===== config.mk =====
export PLATFORM = sky130hd
export DESIGN_NAME = stopwatch_lap_ctl_flat
export DESIGN_NICKNAME = d
export VERILOG_FILES = /design/src/rtl/stopwatch_pkg.sv /design/src/rtl/stopwatch_lap_ctl_if.sv /design/src/rtl/stopwatch_lap_buf.sv /design/src/rtl/stopwatch_lap_ctl.sv /design/src/flat_wrapper.sv
export SDC_FILE = /design/constraint.sdc
export NUM_CORES = 1
export LEC_CHECK = 0
export CORE_MARGIN = 1
export CORE_UTILIZATION = 35
export CTS_BUF_LIST = sky130_fd_sc_hd__clkbuf_4 sky130_fd_sc_hd__clkbuf_8
export DETAILED_ROUTE_END_ITERATION = 10
export PLACE_DENSITY = 0.62
export SLEW_MARGIN = 20
export SYNTH_ARGS = -nofsm -noshare
export SYNTH_HDL_FRONTEND = slang
export SYNTH_SLANG_ARGS = --single-unit

===== constraint.sdc =====
create_clock -name clk -period 3.9 [get_ports clk]
set_clock_uncertainty 0.15 [all_clocks]
set_input_delay 0.78 -clock clk [delete_from_list [all_inputs] [get_ports clk]]
set_output_delay 0.78 -clock clk [all_outputs]
set_load 0.01 [all_outputs]

===== src/rtl/stopwatch_pkg.sv =====
// Shared types for the stopwatch lap controller: state encoding and a
// constant-evaluable log2 helper used to size selector and counter widths.
package stopwatch_pkg;

    typedef enum logic [1:0] {
        PAUSED   = 2'd0,
        COUNTING = 2'd1,
        IDLE     = 2'd2
    } state_t;

    function automatic int clog2(input int value);
        int r;
        r = 0;
        while ((1 << r) < value) begin
            r++;
        end
        return r;
    endfunction

endpackage


===== src/rtl/stopwatch_lap_ctl_if.sv =====
// Button/readout bus of the stopwatch lap controller; the controller
// takes the slave side, the button debouncer and display logic the master side.
interface stopwatch_lap_ctl_if #(
    parameter int TIME_W    = 16,
    parameter int LAP_DEPTH = 4
);
    localparam int SEL_W = stopwatch_pkg::clog2(LAP_DEPTH);

    // trig/split are one-cycle strobes acting as valid with an always-high
    // ready: each cycle they are high is consumed at that posedge, no stalling.
    logic                      trig;
    logic                      split;
    logic [SEL_W-1:0]          lap_sel;
    logic                      init_regs;
    logic                      count_enabled;
    logic [TIME_W-1:0]         elapsed;
    logic                      time_ovf;
    logic [SEL_W:0]            lap_count;
    logic [TIME_W-1:0]         lap_data;
    logic                      lap_ovf;
    stopwatch_pkg::state_t     dbg_state;

    modport slave (
        input  trig, split, lap_sel,
        output init_regs, count_enabled, elapsed, time_ovf,
               lap_count, lap_data, lap_ovf, dbg_state
    );

    modport master (
        output trig, split, lap_sel,
        input  init_regs, count_enabled, elapsed, time_ovf,
               lap_count, lap_data, lap_ovf, dbg_state
    );

endinterface


===== src/rtl/stopwatch_lap_buf.sv =====
// Lap storage: fixed-depth array filled in order, sticky overflow on a
// write when full, and a registered readout that returns 0 for empty slots.
module stopwatch_lap_buf
    import stopwatch_pkg::*;
#(
    parameter int TIME_W    = 16,
    parameter int LAP_DEPTH = 4,
    localparam int SEL_W    = clog2(LAP_DEPTH)
) (
    input  logic              clk,
    input  logic              clr,
    input  logic              wr_en,
    input  logic [TIME_W-1:0] wr_data,
    input  logic [SEL_W-1:0]  rd_sel,
    output logic [TIME_W-1:0] rd_data,
    output logic [SEL_W:0]    count,
    output logic              ovf
);

    localparam logic [SEL_W:0] DEPTH_C = (SEL_W + 1)'(LAP_DEPTH);

    logic [TIME_W-1:0] mem_q [LAP_DEPTH];
    logic [SEL_W:0]    cnt_q;
    logic              ovf_q;
    logic [TIME_W-1:0] rd_q;

    always_ff @(posedge clk) begin
        if (clr) begin
            for (int i = 0; i < LAP_DEPTH; i++) begin
                mem_q[i] <= '0;
            end
            cnt_q <= '0;
            ovf_q <= 1'b0;
            rd_q  <= '0;
        end else begin
            if (wr_en) begin
                if (cnt_q < DEPTH_C) begin
                    mem_q[cnt_q[SEL_W-1:0]] <= wr_data;
                    cnt_q                   <= cnt_q + 1'b1;
                end else begin
                    ovf_q <= 1'b1;
                end
            end
            // Slots at or beyond the fill level read as zero, not stale data.
            rd_q <= ({1'b0, rd_sel} < cnt_q) ? mem_q[rd_sel] : '0;
        end
    end

    assign rd_data = rd_q;
    assign count   = cnt_q;
    assign ovf     = ovf_q;

endmodule


===== src/rtl/stopwatch_lap_ctl.sv =====
// Stopwatch control: IDLE/COUNTING/PAUSED FSM, tick prescaler and saturating
// elapsed counter feeding a lap buffer. STOPWATCH_LAP_DELTA_EN stores lap deltas.
module stopwatch_lap_ctl
    import stopwatch_pkg::*;
#(
    parameter int TIME_W    = 16,
    parameter int LAP_DEPTH = 4,
    parameter int TICK_DIV  = 10
) (
    input logic                clk,
    input logic                reset,
    stopwatch_lap_ctl_if.slave bus
);

    localparam int                 SEL_W    = clog2(LAP_DEPTH);
    localparam int                 DIV_W    = (TICK_DIV > 1) ? clog2(TICK_DIV) : 1;
    localparam logic [DIV_W-1:0]   DIV_LAST = DIV_W'(TICK_DIV - 1);
    localparam logic [TIME_W-1:0]  TIME_MAX = '1;
    localparam logic [SEL_W:0]     DEPTH_C  = (SEL_W + 1)'(LAP_DEPTH);

    state_t            state_q, state_d;
    logic              init_regs;
    logic              count_en;
    logic              lap_wr;
    logic              tick;
    logic [DIV_W-1:0]  div_q, div_d;
    logic [TIME_W-1:0] elapsed_q, elapsed_d;
    logic              time_ovf_q, time_ovf_d;
    logic [TIME_W-1:0] lap_wr_data;
    logic              lap_full;

    always_comb begin
        state_d   = state_q;
        init_regs = 1'b0;
        count_en  = 1'b0;
        lap_wr    = 1'b0;
        if (reset) begin
            init_regs = 1'b1;
            state_d   = IDLE;
        end else begin
            case (state_q)
                IDLE: begin
                    if (bus.trig) begin
                        state_d  = COUNTING;
                        count_en = 1'b1;
                    end else begin
                        init_regs = 1'b1;
                    end
                end
                COUNTING: begin
                    // A pause request outranks a simultaneous lap capture.
                    if (bus.trig) begin
                        state_d = PAUSED;
                    end else begin
                        count_en = 1'b1;
                        lap_wr   = bus.split;
                    end
                end
                PAUSED: begin
                    if (bus.trig) begin
                        state_d  = COUNTING;
                        count_en = 1'b1;
                    end else if (bus.split) begin
                        state_d = IDLE;
                    end
                end
                default: state_d = IDLE;
            endcase
        end
    end

    always_comb begin
        div_d      = div_q;
        tick       = 1'b0;
        elapsed_d  = elapsed_q;
        time_ovf_d = time_ovf_q;
        if (init_regs) begin
            div_d      = '0;
            elapsed_d  = '0;
            time_ovf_d = 1'b0;
        end else if (count_en) begin
            if (div_q == DIV_LAST) begin
                div_d = '0;
                tick  = 1'b1;
            end else begin
                div_d = div_q + 1'b1;
            end
        end
        if (tick) begin
            if (elapsed_q == TIME_MAX) begin
                time_ovf_d = 1'b1;
            end else begin
                elapsed_d = elapsed_q + 1'b1;
            end
        end
    end

    always_ff @(posedge clk) begin
        if (reset) begin
            state_q    <= IDLE;
            div_q      <= '0;
            elapsed_q  <= '0;
            time_ovf_q <= 1'b0;
        end else begin
            state_q    <= state_d;
            div_q      <= div_d;
            elapsed_q  <= elapsed_d;
            time_ovf_q <= time_ovf_d;
        end
    end

    assign lap_full = (bus.lap_count == DEPTH_C);

`ifdef STOPWATCH_LAP_DELTA_EN
    logic [TIME_W-1:0] last_lap_q, last_lap_d;

    // Only accepted captures move the reference; dropped ones leave it alone.
    always_comb begin
        last_lap_d = last_lap_q;
        if (init_regs) begin
            last_lap_d = '0;
        end else if (lap_wr && !lap_full) begin
            last_lap_d = elapsed_q;
        end
    end

    always_ff @(posedge clk) begin
        if (reset) begin
            last_lap_q <= '0;
        end else begin
            last_lap_q <= last_lap_d;
        end
    end

    assign lap_wr_data = elapsed_q - last_lap_q;
`else
    assign lap_wr_data = elapsed_q;
`endif

    stopwatch_lap_buf #(
        .TIME_W    (TIME_W),
        .LAP_DEPTH (LAP_DEPTH)
    ) u_lap_buf (
        .clk     (clk),
        .clr     (init_regs),
        .wr_en   (lap_wr),
        .wr_data (lap_wr_data),
        .rd_sel  (bus.lap_sel),
        .rd_data (bus.lap_data),
        .count   (bus.lap_count),
        .ovf     (bus.lap_ovf)
    );

    assign bus.init_regs     = init_regs;
    assign bus.count_enabled = count_en;
    assign bus.elapsed       = elapsed_q;
    assign bus.time_ovf      = time_ovf_q;
    assign bus.dbg_state     = state_q;

endmodule


===== src/flat_wrapper.sv =====
// flat-port wrapper written by rule: the top's interface ports become plain ports
module stopwatch_lap_ctl_flat import stopwatch_pkg::*;
#(
    parameter int TIME_W    = 16,
    parameter int LAP_DEPTH = 4,
    parameter int TICK_DIV  = 10
)
  (clk, reset, bus_trig, bus_split, bus_lap_sel, bus_init_regs, bus_count_enabled, bus_elapsed, bus_time_ovf, bus_lap_count, bus_lap_data, bus_lap_ovf, bus_dbg_state);
  stopwatch_lap_ctl_if #(.TIME_W(TIME_W), .LAP_DEPTH(LAP_DEPTH)) bus_i ();
  input logic clk;
  input logic reset;
  input wire logic [$bits(bus_i.trig)-1:0] bus_trig;
  input wire logic [$bits(bus_i.split)-1:0] bus_split;
  input wire logic [$bits(bus_i.lap_sel)-1:0] bus_lap_sel;
  output wire logic [$bits(bus_i.init_regs)-1:0] bus_init_regs;
  output wire logic [$bits(bus_i.count_enabled)-1:0] bus_count_enabled;
  output wire logic [$bits(bus_i.elapsed)-1:0] bus_elapsed;
  output wire logic [$bits(bus_i.time_ovf)-1:0] bus_time_ovf;
  output wire logic [$bits(bus_i.lap_count)-1:0] bus_lap_count;
  output wire logic [$bits(bus_i.lap_data)-1:0] bus_lap_data;
  output wire logic [$bits(bus_i.lap_ovf)-1:0] bus_lap_ovf;
  output wire logic [$bits(bus_i.dbg_state)-1:0] bus_dbg_state;
  assign bus_i.trig = bus_trig;
  assign bus_i.split = bus_split;
  assign bus_i.lap_sel = bus_lap_sel;
  assign bus_init_regs = bus_i.init_regs;
  assign bus_count_enabled = bus_i.count_enabled;
  assign bus_elapsed = bus_i.elapsed;
  assign bus_time_ovf = bus_i.time_ovf;
  assign bus_lap_count = bus_i.lap_count;
  assign bus_lap_data = bus_i.lap_data;
  assign bus_lap_ovf = bus_i.lap_ovf;
  assign bus_dbg_state = bus_i.dbg_state;
  stopwatch_lap_ctl #(.TIME_W(TIME_W), .LAP_DEPTH(LAP_DEPTH), .TICK_DIV(TICK_DIV)) u_core (.clk(clk), .reset(reset), .bus(bus_i));
endmodule

==> impl_metrics.yaml, run 1 <==
min_path:
  holdPathStages: 2
  hp-start: "u_core.u_lap_buf.ovf"
  hp-class: "flop to flop"
timing:
  rsz0062_at_grt: "false"
  fmax_mhz: 296
  fin_crit_ns: 3.38
  hold_viol: 0
  fin_tns_setup_ns: 0
  whs_ns: 0.336
  fin_crit_sh_pct: 86.6
  worst_slew_pin_slew_ns: 0.523
  relSlewSlack_pct: 65.0
  setup_violations: 0
  fin_ws_ns: 0.522
  slew_viol_final: 0
pwr:
  p_seq_share_pct: 62.9
  p_total_w: 0.00199
  p_sw_share_pct: 23.0
  ir_worst_vdd_mv: 0.158
  p_clk_share_pct: 31.0
  switchingPower_w: 0.000459
  powerDensity_nw_per_um2: 366
  p_leak_nw: 1.97
  combPwrFrac_pct: 6.1
  intPower_w: 0.00153
detailed_routing:
  vias: 2833
  ant_nets: 0
  drt-total-wl_um: 9350
  wire_per_inst_um: 16.0
  vias_per_cell: 4.84
  dr.pass1.iters: 4
  drc: 0
  first_iter_violations: 87
setup_path:
  path_class: "input pin to output port"
  crit_slowest_cell: "clkdlybuf4s50_1"
  ff2ff_path_depth: 7
  path_cells: "clkdlybuf4s50_1 > nor3b_1 > or2_2 > clkdlybuf4s50_1"
  endpoint_kind: "output port"
  crit_arrival_ns: 2.45
  worstReg2RegStart: "u_core.bus.elapsed[1]"
  worst_ep_required_time_ns: 2.97
  cp_num_buf_inv: 2
  critPathMostFrequentCell: "clkdlybuf4s50_1"
  cp_max_fo: 4
  startpoint: "bus_trig"
  slowest_delay_ns: 0.55
  cp.depth: 4
  cp-start-kind: "input pin"
  cp_top_family: "buffers and inverters"
synth:
  synth_top_area_share_pct: 41.9
  synth_most_common_cell: "edfxtp_1"
  synthXorXnorAreaFrac_pct: 1.91
  syn_inst: 361
  synth-edff-count: 64
  yosys.cell_types.count: 46
  yosys-top-cells-count: "edfxtp_1, and2_1, dfxtp_1"
  synthMuxAreaShare_pct: 7.86
  async_reset_ff_share_pct: 0
  synth_compound_area_share_pct: 5.08
  ys_warn_count: 0
  synth-simple-area-share_pct: 20.8
  synth_nets: 370
  synth-adder-area-share_pct: 0.819
  yosys.area.top_type: "edfxtp_1"
  synth.top_cells.by_area: "edfxtp_1, dfxtp_1, and2_1, mux4_2, nor2b_1"
  seq_area_frac_synth_pct: 60.7
  synth_ff_type: "edfxtp_1"
  syn_avg_cell_area_um2: 12.7
  ys_ff_latch: 107
  syn_area_um2: 4580
  synth_top_family_by_area: "simple AND/OR/NAND/NOR gates"
clock_tree:
  numCtsBuffers: 9
  clock_path_buffers: 2
  postCtsSetupBuffers: 0
  htree_levels: 3
  clk_pin_slew_worst_paths_ns: 0.09
  cts_hold_buf: 0
  post_cts_resize_count: 0
  cts_root_buf: "clkbuf_8"
  cts.sinks: 107
  clk_latency_ns: 0.37
  cts_tree: "done"
placement:
  gp_congestion: 0.747
  hpwl_um: 6100
  io_buffers: 46
  dp_slack_ns: 0.492
flow_run:
  drv_cap: 0
global_routing:
  grt_pass1_wl_um: 15100
  grt_antenna_before_repair: 0
  grt_pass1_vias: 2843
  gr-total-overflow: 0
  grt_max_degree: 19
  grt_use_total_pct: 15.1
finish:
  layout-drive-gt1-share_pct: 14.3
  syn_to_final_growth_pct: 18.9
  antenna_cells: 0
  nNetsFinal: 418
  fill_cells: 1224
  seq_area_um2: 2780
  multiInputGateArea_um2: 1670
floorplan:
  die_h_um: 116
  die_x_um: 116
  core_um2: 12700
  initial_core_util_pct: 36.2
  die_area_um2: 13600
  rows: 41
  ios: 47
run_status:
  status: "finished, final reports clean"
==> logic make-up after synthesis <==
kind of cell | after synthesis
flops | 107
simple gates | 159
xor+xnor | 10
compound gates | 35
fa+ha+maj | 3
mux | 16
buf+inv | 31
==> worst paths after layout <==
check | endpoint | slack, ns
worst max register to register | u_core.bus.elapsed[7] | 1.32
worst min register to register | u_core.u_lap_buf.ovf | 0.34
worst max-delay path | bus_count_enabled | 0.52
worst min-delay path | u_core.u_lap_buf.ovf | 0.34
==> metrics by stage <==
stage                     area [µm²]  cells  utilization (%)
final                           5450    585             43.0
after floorplan                 4580    361                -
after CTS                       5450    585             43.0
after global routing            5450    585             43.0
after detailed placement        5270    570             41.6
after global placement          5270    570             41.6
==> area by class of cell <==
class	count	share of cell area, %
inverter	6	0.413
sequential	107	51.1
tap	172	3.95
timing repair buffer	62	10.7
clock buffer	9	2.27
multi-input combinational	223	30.7
clock inverter	6	0.941
==> metal layers <==
metal | routed length [µm] | track usage (%) | up-vias | share of wire [%]
met1 | 4220 | 19.4 | 1368 | 45
met5 | 0 | 0 | - | 0
met3 | 448 | 3.84 | 9 | 4.8
met4 | 89 | 4.62 | 0 | 0.95
li1 | - | - | 1390 | -
met2 | 4600 | 25.0 | 66 | 49
==> state kept, by name (all words and copies together), names as in the netlist <==
register                  flops
u_core.u_lap_buf.mem_q       64
u_core.bus.time_ovf           1
u_core.u_lap_buf.count        3
u_core.u_lap_buf.rd_data     16
u_core.bus.elapsed           16
u_core.u_lap_buf.ovf          1
u_core.bus.dbg_state          2
u_core.div_q                  4
==> cell usage in the layout, fill, tap and decap left out, drive strengths merged, types with 2 or more instances in the layout <==
| cell | synthesis | final |
|---|---|---|
| nor2 | 11 | 11 |
| and4 | 2 | 2 |
| xnor2 | 6 | 6 |
| ha | 3 | 3 |
| xor2 | 4 | 4 |
| and3 | 8 | 8 |
| inv | 6 | 7 |
| nor3 | 7 | 7 |
| and2 | 61 | 61 |
| buf | 5 | 16 |
| mux4 | 16 | 16 |
| or2 | 3 | 3 |
| clkbuf | 20 | 9 |
| nor2b | 19 | 19 |
| nand2b | 5 | 5 |
| nand4 | 3 | 3 |
| or3b | 2 | 2 |
| o21ai | 9 | 9 |
| clkdlybuf4s50 | 0 | 46 |
| nand3 | 16 | 16 |
| nor4 | 3 | 3 |
| nor3b | 2 | 2 |
| nand2 | 14 | 14 |
| a31oi | 4 | 4 |
| clkinvlp | 0 | 3 |
| dfxtp | 43 | 43 |
| edfxtp | 64 | 64 |
| a21oi | 9 | 9 |
| o31ai | 2 | 2 |
| clkinv | 0 | 2 |
| a211o | 4 | 4 |
==> power by group through the flow <==
stage	clock, W	sequential (W)	combinational (W)
2_1_floorplan	0	0.00128	0.0000737
3_3_place_gp	0	0.00128	0.000123
3_5_place_dp	0	0.00128	0.000124
4_1_cts	0.000638	0.00125	0.000124
5_1_grt	0.000679	0.00126	0.000133
6_report	0.000617	0.00125	0.000122
==> worst register-to-register path: stages, from the launching register on <==
cell and delay [ns]:
dfxtp_1 0.50, ha_1 0.27, nand3_1 0.19, nor4_2 0.49, a311oi_1 0.20, buf_4 0.22, and3_1 0.19, a211o_1 0.26
No activity file was read; power rests on OpenSTA's default activity.
==> run 2, diff against run 1 <==
--- a/config.mk
+++ b/config.mk
@@ -10,6 +10,7 @@
 export CTS_BUF_LIST = sky130_fd_sc_hd__clkbuf_4 sky130_fd_sc_hd__clkbuf_8
 export DETAILED_ROUTE_END_ITERATION = 10
 export PLACE_DENSITY = 0.62
+export SKIP_CTS_REPAIR_TIMING = 1
 export SLEW_MARGIN = 20
 export SYNTH_ARGS = -nofsm -noshare
 export SYNTH_HDL_FRONTEND = slang
==> results of run 2 <==
Final layout, timing and power as in run 1 (identical DEF).
